### src/rtl/usr_serial_sequencer.sv
// usr_serial_sequencer
// Drives one universal shift register (00=hold, 01=shift left, 10=shift right,
// 11=parallel load) so that word-level commands become load/shift sequences:
//   TX: serialise a word onto a 1-bit link, LSB-first (op 00) or MSB-first (op 01).
//   RX: deserialise 1..WIDTH link bits into a right-aligned word, MSB-first
//       (op 10) or LSB-first (op 11).
// Ports:
//   clk, rst                      clock, synchronous active-high reset
//   cmd_valid/ready/op/len/data   word-side command channel
//   sr_mode/serial_in/data_in     control pins of the shift register
//   sr_data_out                   shift register contents
//   ser_out/ser_out_valid/ready   TX link (valid/ready)
//   ser_in/ser_in_valid           RX link (strobe, no backpressure)
//   rsp_valid/ready/data          RX word response
//   done                          registered one-cycle completion pulse
module usr_serial_sequencer #(
   parameter int unsigned WIDTH = 8,
   parameter int unsigned CNT_W = $clog2(WIDTH + 1)
) (
   input  logic             clk,
   input  logic             rst,
   input  logic             cmd_valid,
   output logic             cmd_ready,
   input  logic [1:0]       cmd_op,
   input  logic [CNT_W-1:0] cmd_len,
   input  logic [WIDTH-1:0] cmd_data,
   output logic [1:0]       sr_mode,
   output logic             sr_serial_in,
   output logic [WIDTH-1:0] sr_data_in,
   input  logic [WIDTH-1:0] sr_data_out,
   output logic             ser_out,
   output logic             ser_out_valid,
   input  logic             ser_out_ready,
   input  logic             ser_in,
   input  logic             ser_in_valid,
   output logic             rsp_valid,
   input  logic             rsp_ready,
   output logic [WIDTH-1:0] rsp_data,
   output logic             done
);

   localparam logic [1:0] ST_IDLE  = 2'd0;
   localparam logic [1:0] ST_LOAD  = 2'd1;
   localparam logic [1:0] ST_SHIFT = 2'd2;
   localparam logic [1:0] ST_RESP  = 2'd3;

   localparam logic [1:0] MODE_HOLD  = 2'b00;
   localparam logic [1:0] MODE_LEFT  = 2'b01;
   localparam logic [1:0] MODE_RIGHT = 2'b10;
   localparam logic [1:0] MODE_LOAD  = 2'b11;

   localparam logic [CNT_W-1:0] LEN_FULL = CNT_W'(WIDTH);
   localparam logic [CNT_W-1:0] CNT_ONE  = CNT_W'(1);

   logic [1:0]       state_q, state_d;
   logic [CNT_W-1:0] cnt_q, cnt_d;
   logic [1:0]       op_q, op_d;
   logic [CNT_W-1:0] len_q, len_d;
   logic [WIDTH-1:0] data_q, data_d;
   logic             done_q, done_d;

   logic             is_tx;
   logic             last_bit;
   logic [CNT_W-1:0] len_clamped;
   logic [CNT_W-1:0] rsp_shamt;

   // op[1]=0 selects TX; op[0] then picks the bit order for either direction
   assign is_tx    = ~op_q[1];
   assign last_bit = (cnt_q == CNT_ONE);

   // 0 or anything beyond WIDTH means a full word
   assign len_clamped = ((cmd_len == '0) || (cmd_len > LEN_FULL)) ? LEN_FULL : cmd_len;

   // LSB-first RX fills from the top, so the word is right-aligned by this amount
   assign rsp_shamt = LEN_FULL - len_q;

   // State and latched command register
   always_ff @(posedge clk) begin
      if (rst) begin
         state_q <= ST_IDLE;
         cnt_q   <= '0;
         op_q    <= '0;
         len_q   <= '0;
         data_q  <= '0;
         done_q  <= 1'b0;
      end else begin
         state_q <= state_d;
         cnt_q   <= cnt_d;
         op_q    <= op_d;
         len_q   <= len_d;
         data_q  <= data_d;
         done_q  <= done_d;
      end
   end

   // Next-state and combinational outputs; everything is forced low under reset
   always_comb begin
      state_d       = state_q;
      cnt_d         = cnt_q;
      op_d          = op_q;
      len_d         = len_q;
      data_d        = data_q;
      done_d        = 1'b0;
      cmd_ready     = 1'b0;
      sr_mode       = MODE_HOLD;
      sr_serial_in  = 1'b0;
      sr_data_in    = '0;
      ser_out       = 1'b0;
      ser_out_valid = 1'b0;
      rsp_valid     = 1'b0;
      rsp_data      = '0;

      if (!rst) begin
         case (state_q)
            ST_IDLE: begin
               cmd_ready = 1'b1;
               if (cmd_valid) begin
                  op_d    = cmd_op;
                  len_d   = len_clamped;
                  data_d  = cmd_data;
                  state_d = ST_LOAD;
               end
            end

            ST_LOAD: begin
               // RX starts from a cleared register so short words come out zero-padded
               sr_mode    = MODE_LOAD;
               sr_data_in = is_tx ? data_q : '0;
               cnt_d      = len_q;
               state_d    = ST_SHIFT;
            end

            ST_SHIFT: begin
               if (is_tx) begin
                  ser_out_valid = 1'b1;
                  ser_out       = op_q[0] ? sr_data_out[WIDTH-1] : sr_data_out[0];
                  // Without ready the register holds, keeping ser_out stable
                  if (ser_out_ready) begin
                     sr_mode = op_q[0] ? MODE_LEFT : MODE_RIGHT;
                     cnt_d   = cnt_q - CNT_ONE;
                     if (last_bit) begin
                        state_d = ST_IDLE;
                        done_d  = 1'b1;
                     end
                  end
               end else begin
                  if (ser_in_valid) begin
                     sr_mode      = op_q[0] ? MODE_RIGHT : MODE_LEFT;
                     sr_serial_in = ser_in;
                     cnt_d        = cnt_q - CNT_ONE;
                     if (last_bit) begin
                        state_d = ST_RESP;
                     end
                  end
               end
            end

            ST_RESP: begin
               rsp_valid = 1'b1;
               rsp_data  = op_q[0] ? (sr_data_out >> rsp_shamt) : sr_data_out;
               if (rsp_ready) begin
                  state_d = ST_IDLE;
                  done_d  = 1'b1;
               end
            end

            default: begin
               state_d = ST_IDLE;
            end
         endcase
      end
   end

   assign done = done_q & ~rst;

endmodule

### config.mk
export PLATFORM = sky130hd
export DESIGN_NAME = usr_serial_sequencer
export DESIGN_NICKNAME = d
export VERILOG_FILES = /design/src/rtl/usr_serial_sequencer.sv
export SDC_FILE = /design/constraint.sdc
export NUM_CORES = 1
export LEC_CHECK = 0
export CORE_MARGIN = 4
export CORE_UTILIZATION = 35
export DETAILED_ROUTE_END_ITERATION = 8
export REMOVE_ABC_BUFFERS = 1
export SYNTH_ARGS = -nofsm -noshare
export SYNTH_HDL_FRONTEND = slang
export SYNTH_SLANG_ARGS = --single-unit
### constraint.sdc
create_clock -name clk -period 5.4 [get_ports clk]
set_input_delay 1.08 -clock clk [delete_from_list [all_inputs] [get_ports clk]]
set_output_delay 1.08 -clock clk [all_outputs]
set_load 0.02 [all_outputs]
==> results.md, run 1 <==
- Num rows: 24
- Clock Path Buffers: 2
- Post-cts resize count: 0
- Area growth, synth to finish: 36.69%
- Peak fanout along the critical path: 8
- Asr flop ratio synth: 0%
- Part of the power in registers: 33.7%
- Setup Skew: 0.003547 ns
- P per Cell Area: 295.7 nW/um^2
- H-tree depth: 1
- R2R Setup Slk: 3.59 ns
- DRT Pass-1 Iters: 4
- RSZ-0062 raised after global routing: false
- CTS sink count: 21
- Residual DRC: 0
- Fmax: 241.1 MHz
- Max-slew headroom: 51.02%
- MaxCap Viol Count: 0
- Clock transition at path regs: 0.08 ns
- Via count: 1583
- GR Util met1: 21.96%
- Design Power: 642.3 uW
- Hold WC Path Type: reg2reg
- Count of final setup violators: 0
- Crit path DAT: 3.07 ns
- Fin crit share: 76.82%
- # nets final: 291
- HPWL Detailed: 3173 um
- CTS Buf Count: 3
- Crit end category: primary output
- Seq cells post-synth: 21
- Final Hold Viols: 0
- Largest cells by area after synthesis: dfxtp_1 (26%), nand2_1 (9.2%), a21oi_1 (7.2%)
- Gr busiest metal: met2
- Detailed Route Iter0 Violations: 65
- Initial Utilization: 36.24%
- Clock power share: 16.8%
- Worst R2R Start: state_q[0]
- Layout cells sized above 1: 5.534%
- Post-CTS Setup Bufs: 0
- Post-synth top area share: 26.46%
- Syn_area_per_cell: 7.640 sq um
- Status: finished, final reports clean
- Io pins: 53
- Filler cells: 445
- Crit path capture: sr_data_in[6]
- Combinational share of power: 49.5%
- R2R cell count: 6
- Die area: 5682 sq um
- Root Buffer Master: clkbuf_8
- Number of global-route vias before repair: 1485
- I/O Buffers: 52
- Leakage: 0.7753 nW
- Netlist Area Pre-Place: 1589 sq um
- Terminus of the critical flop-to-flop path: cnt_q[1]
- Pin slew with the least headroom to its limit: 0.7343 ns
- GR Util met2: 22.91%
- Final ANT Viol Nets: 0
- DRT Wirelength: 4116 um
- WL per Instance: 13.50 um
- Cells after synthesis: 208
- Synth top cells by count: nand2_1 (39), a21oi_1 (23), dfxtp_1 (21), o21ai_0 (11), inv_1 (10)
- DR vias/cell: 5.190
- Routability cong.: 0.7982
- Startpoint Class: input port
- Required time of the critical path: 4.32 ns
- Leading area contributor after synthesis: dfxtp_1
- Largest net degree at the start of global routing: 25
- P_sw: 261.6 uW
- Die H: 75.38 um
- Critical path startpoint: rst
- First-pass GRT wire length: 6837 um
- Final Slew Violations: 0
- Overall Global Routing Usage: 15.22%
- P_int: 380.8 uW
- Number of warnings issued by yosys: 0
- Die Wd: 75.38 um
- Top-count cell post-synth: nand2_1
- CTS tree: done
- N_diodes: 0
- Setup_tns: 0 ns
- Clk_lat worst skew: 0.26 ns
- WS Path Type: in2out
- Initial antenna violation count: 0
- GR Util met3: 4.485%
- GRT overflow: 0
- Period minus WS final: 4.148 ns
- Hold buffer count at CTS: 0
- Core region area: 4384 sq um
- Post-route cell area: 2172 sq um
- Post-synth EDFFs: 0
- Placed Area: 2123 sq um
- Maximum VDD drop: 0.1824 mV
- Post-synth cell types: 42
- Seq/Total Area, Yosys: 26.46%
- Switching Fraction: 40.72%
- Prevailing post-synth register cell: dfxtp_1
## kinds of logic after synthesis
kind of cell | synth area share [%]
flip-flops | 26.46
multiplexers | 11.57
AND/OR/NAND/NOR | 27.48
adder cells (fa/ha/maj) | 6.299
XOR/XNOR | 2.126
AO/OA/AOI/OAI | 20.00
buffers and inverters | 6.063
## stage by stage
step                std cells  utilization, %  setup WS [ns]  hold slack [ns]
floorplan                 196               -          2.187           0.4257
global placement          301           48.43          1.255           0.4398
detailed placement        301           48.43          1.176           0.4427
CTS                       305           49.54          1.170           0.4542
global route              305           49.54         0.9968           0.4680
finish                    305           49.54          1.252           0.4514
## per-layer routing
metal,share of wire [%],vias up
met1,50,718
met5,0,-
met4,0.51,0
li1,-,819
met3,5.7,4
met2,43,42
## worst max-delay path, cell delays in order
cell	delay, ns
clkdlybuf4s50_1	0.51
nor3b_1	0.64
and2_1	0.23
clkdlybuf4s50_1	0.61
## flip-flops by register name (all words and copies together), names as in the netlist
name / flops
len_q: 4
cnt_q: 4
state_q: 2
data_q: 8
op_q: 2
done_q: 1
## cell usage in the layout, fill, tap and decap left out, types with 2 or more instances in the layout
cell type and n:
o21ai_0 11, a21oi_1 23, nor2_1 8, mux4_2 3, clkdlybuf4s50_1 52, ha_1 8
mux2i_1 9, nand2_1 39, o211a_1 2, o22ai_1 3, a211oi_1 3, nor3_1 5
a21o_1 3, nand2b_1 2, nor3b_1 5, o211ai_1 2, inv_1 10, clkbuf_8 3
nand3b_1 8, and2_1 8, dfxtp_1 21, nand3_1 3, nor2b_1 3, xnor2_1 2
## power groups by stage
stage                     combinational [mW]  sequential [mW]  clock [mW]
final                                  0.318            0.217       0.108
after global routing                   0.351            0.222       0.119
after CTS                              0.321            0.216       0.111
after detailed placement               0.319            0.219           0
after global placement                 0.317            0.221           0
after floorplan                        0.221            0.210           0
## layout make-up
| class | count | area, sq um | area share, % |
|---|---|---|---|
| Timing Repair Buffer | 53 | 528.0 | 24.31 |
| Sequential cell | 21 | 420.4 | 19.35 |
| Multi-Input combinational cell | 165 | 1072 | 49.37 |
| Inverter | 10 | 37.54 | 1.728 |
| Clock buffer | 3 | 41.29 | 1.901 |
| Clock inverter | 1 | 7.507 | 0.3456 |
| Tap cell | 52 | 65.06 | 2.995 |
## worst min path at each step
stage | slack [ns] | startpoint | cells past startpoint | end
2_1_floorplan | 0.43 | data_q[0] | 2 | data_q[0]
3_3_place_gp | 0.44 | data_q[3] | 2 | data_q[3]
3_5_place_dp | 0.44 | data_q[3] | 2 | data_q[3]
4_1_cts | 0.45 | data_q[3] | 2 | data_q[3]
5_1_grt | 0.47 | data_q[3] | 2 | data_q[3]
6_report | 0.45 | data_q[3] | 2 | data_q[3]
No activity file was read; power rests on OpenSTA's default activity.
==> run 2, diff against run 1 <==
==> constraint.sdc (replaced) <==
create_clock -name clk -period 4.25 [get_ports clk]
set_input_delay 0.85 -clock clk [delete_from_list [all_inputs] [get_ports clk]]
set_output_delay 0.85 -clock clk [all_outputs]
set_load 0.02 [all_outputs]
==> run 2 against run 1 <==
Global-route usage barely moved; critical path type unchanged; first-iteration DRC count rose by 42%; total power rose by 27%; largest cell class unchanged.
==> results.md, run 2 (synthesis gave the netlist of run 1 again) <==
- Status: finished, final reports clean
- CTS sink count: 21
- Layout cells sized above 1: 6.275%
- Residual DRC: 0
- Clock transition at path regs: 0.08 ns
- Area growth, synth to finish: 37.48%
- CTS Buf Count: 3
- Final Hold Viols: 0
- Detailed Route Iter0 Violations: 92
- Num rows: 24
- Maximum VDD drop: 0.1777 mV
- Min-delay src: data_q[7]
- Initial Utilization: 36.24%
- MaxCap Viol Count: 0
- Leakage: 0.7897 nW
- HPWL Detailed: 3183 um
- Top reg by flops: data_q
- Most frequent cells in the layout: clkdlybuf4s50_1 (52), nand2_1 (39), a21oi_1 (23)
- First-pass GRT wire length: 6886 um
- Clock Path Buffers: 2
- WL per Instance: 13.22 um
- Max stage delay cell, worst path: clkdlybuf4s50_1
- Max-slew headroom: 53.92%
- Placed insts: 303
- GR Util met1: 22.51%
- P per Cell Area: 372.9 nW/um^2
- Final Slew Violations: 0
- Commonest non-fill, non-tap cell in the layout: clkdlybuf4s50_1
- Routability cong.: 0.8285
- CP Cell Sequence: clkdlybuf4s50_1, nor2_2, nand3_1, o21ai_0, clkdlybuf4s50_1
- Terminus of the critical flop-to-flop path: cnt_q[1]
- GR Util met2: 22.91%
- Slowest stage delay, CP: 0.63 ns
- Period minus WS final: 3.719 ns
- N_diodes: 0
- RSZ-0062 raised after global routing: false
- Die Wd: 75.38 um
- CTS tree: done
- WS Path Type: in2out
- DR vias/cell: 5.013
- Worst R2R Start: state_q[0]
- DRT Wirelength: 4060 um
- Number of global-route vias before repair: 1501
- Io pins: 53
- Worst hold path cell count: 2
- Top flop regs: data_q x8, cnt_q x4, len_q x4
- Post-Layout Cell Count: 307
- Filler cells: 445
- R2R cell count: 6
- Crit end category: primary output
- GRT overflow: 0
- R2R Setup Slk: 2.42 ns
- Die area: 5682 sq um
- Hold WC Path Type: reg2reg
- Most used cell, CP: clkdlybuf4s50_1
- Overall Global Routing Usage: 15.21%
- Pin slew with the least headroom to its limit: 0.6908 ns
- Hold buffer count at CTS: 0
- Crit path DAT: 2.87 ns
- Initial antenna violation count: 0
- Gr busiest metal: met2
- GR Util met3: 3.562%
- Post-cts resize count: 0
- Fmax: 268.9 MHz
- Setup Skew: 0.002236 ns
- Peak fanout along the critical path: 10
- H-tree depth: 1
- Required time of the critical path: 3.40 ns
- Largest net degree at the start of global routing: 21
- Root Buffer Master: clkbuf_8
- Setup_tns: 0 ns
- Max FFs per register: 8
- Core region area: 4384 sq um
- Hold EP: data_q[7]
- Post-CTS Setup Bufs: 0
- Startpoint Class: input port
- DRT Pass-1 Iters: 4
- Count of final setup violators: 0
- Fin crit share: 87.52%
- Via count: 1539
- Clk_lat worst skew: 0.26 ns
- # nets final: 293
- I/O Buffers: 52
- Die H: 75.38 um
- Final ANT Viol Nets: 0
run 2: layer usage:
metal | routed length, um | vias to the layer above | share of wire (%)
met1 | 2091 | 689 | 52
li1 | - | 819 | -
met3 | 210 | 0 | 5.2
met5 | 0 | - | 0
met2 | 1757 | 31 | 43
met4 | 0 | 0 | 0
run 2: power breakdown:
group / switching, mW / internal, mW / total, mW
Sequential: 0.0381 / 0.233 / 0.271
Clock: 0.0672 / 0.0653 / 0.132
Combinational: 0.223 / 0.188 / 0.411
Total: 0.328 / 0.486 / 0.815
run 2: worst max-delay path by stage:
stage                        to  startpoint  depth (start not counted)  slack (ns)
floorplan           rsp_data[1]    len_q[0]                          6        1.36
detailed placement  rsp_data[0]         rst                          5        0.51
finish              rsp_data[0]         rst                          5        0.53
CTS                 rsp_data[0]         rst                          5        0.49
global placement    rsp_data[0]         rst                          5        0.59
global route        rsp_data[1]         rst                          5        0.35
run 2: through the flow:
stage / util (%) / total power, mW / cell area [sq um] / hold WS, ns / setup WS [ns]
3_3_place_gp: 48.77 / 0.6911 / 2138 / 0.4391 / 0.5869
5_1_grt: 49.83 / 0.8899 / 2185 / 0.4711 / 0.3498
3_5_place_dp: 48.77 / 0.6888 / 2138 / 0.4436 / 0.5129
4_1_cts: 49.83 / 0.8251 / 2185 / 0.4555 / 0.4908
6_report: 49.83 / 0.8146 / 2185 / 0.4527 / 0.5306
2_1_floorplan: - / 0.5481 / 1530 / 0.4257 / 1.357
run 2: cell type report:
cell class                 count  area (sq um)  area share, %
multi-input combinational    165          1072          49.08
timing repair buffer          55         543.0          24.86
tap                           52         65.06          2.978
clock inverter                 1         5.005         0.2291
inverter                      10         37.54          1.718
clock buffer                   3         41.29          1.890
sequential                    21         420.4          19.24
run 2: worst max-delay path, delay by kind of cell:
family                 cells  cell delay [ns]
AOI/OAI and AO/OA          1             0.24
buffers and inverters      2             1.23
and+or+nand+nor            2             0.55
==> run 3, diff against run 2 <==
--- a/config.mk
+++ b/config.mk
@@ -9,6 +9,7 @@
 export CORE_UTILIZATION = 35
 export DETAILED_ROUTE_END_ITERATION = 8
 export REMOVE_ABC_BUFFERS = 1
+export SETUP_SLACK_MARGIN = 0.2
 export SYNTH_ARGS = -nofsm -noshare
 export SYNTH_HDL_FRONTEND = slang
 export SYNTH_SLANG_ARGS = --single-unit
==> results of run 3 <==
No change in the layout: final DEF, timing and power equal those of run 2.
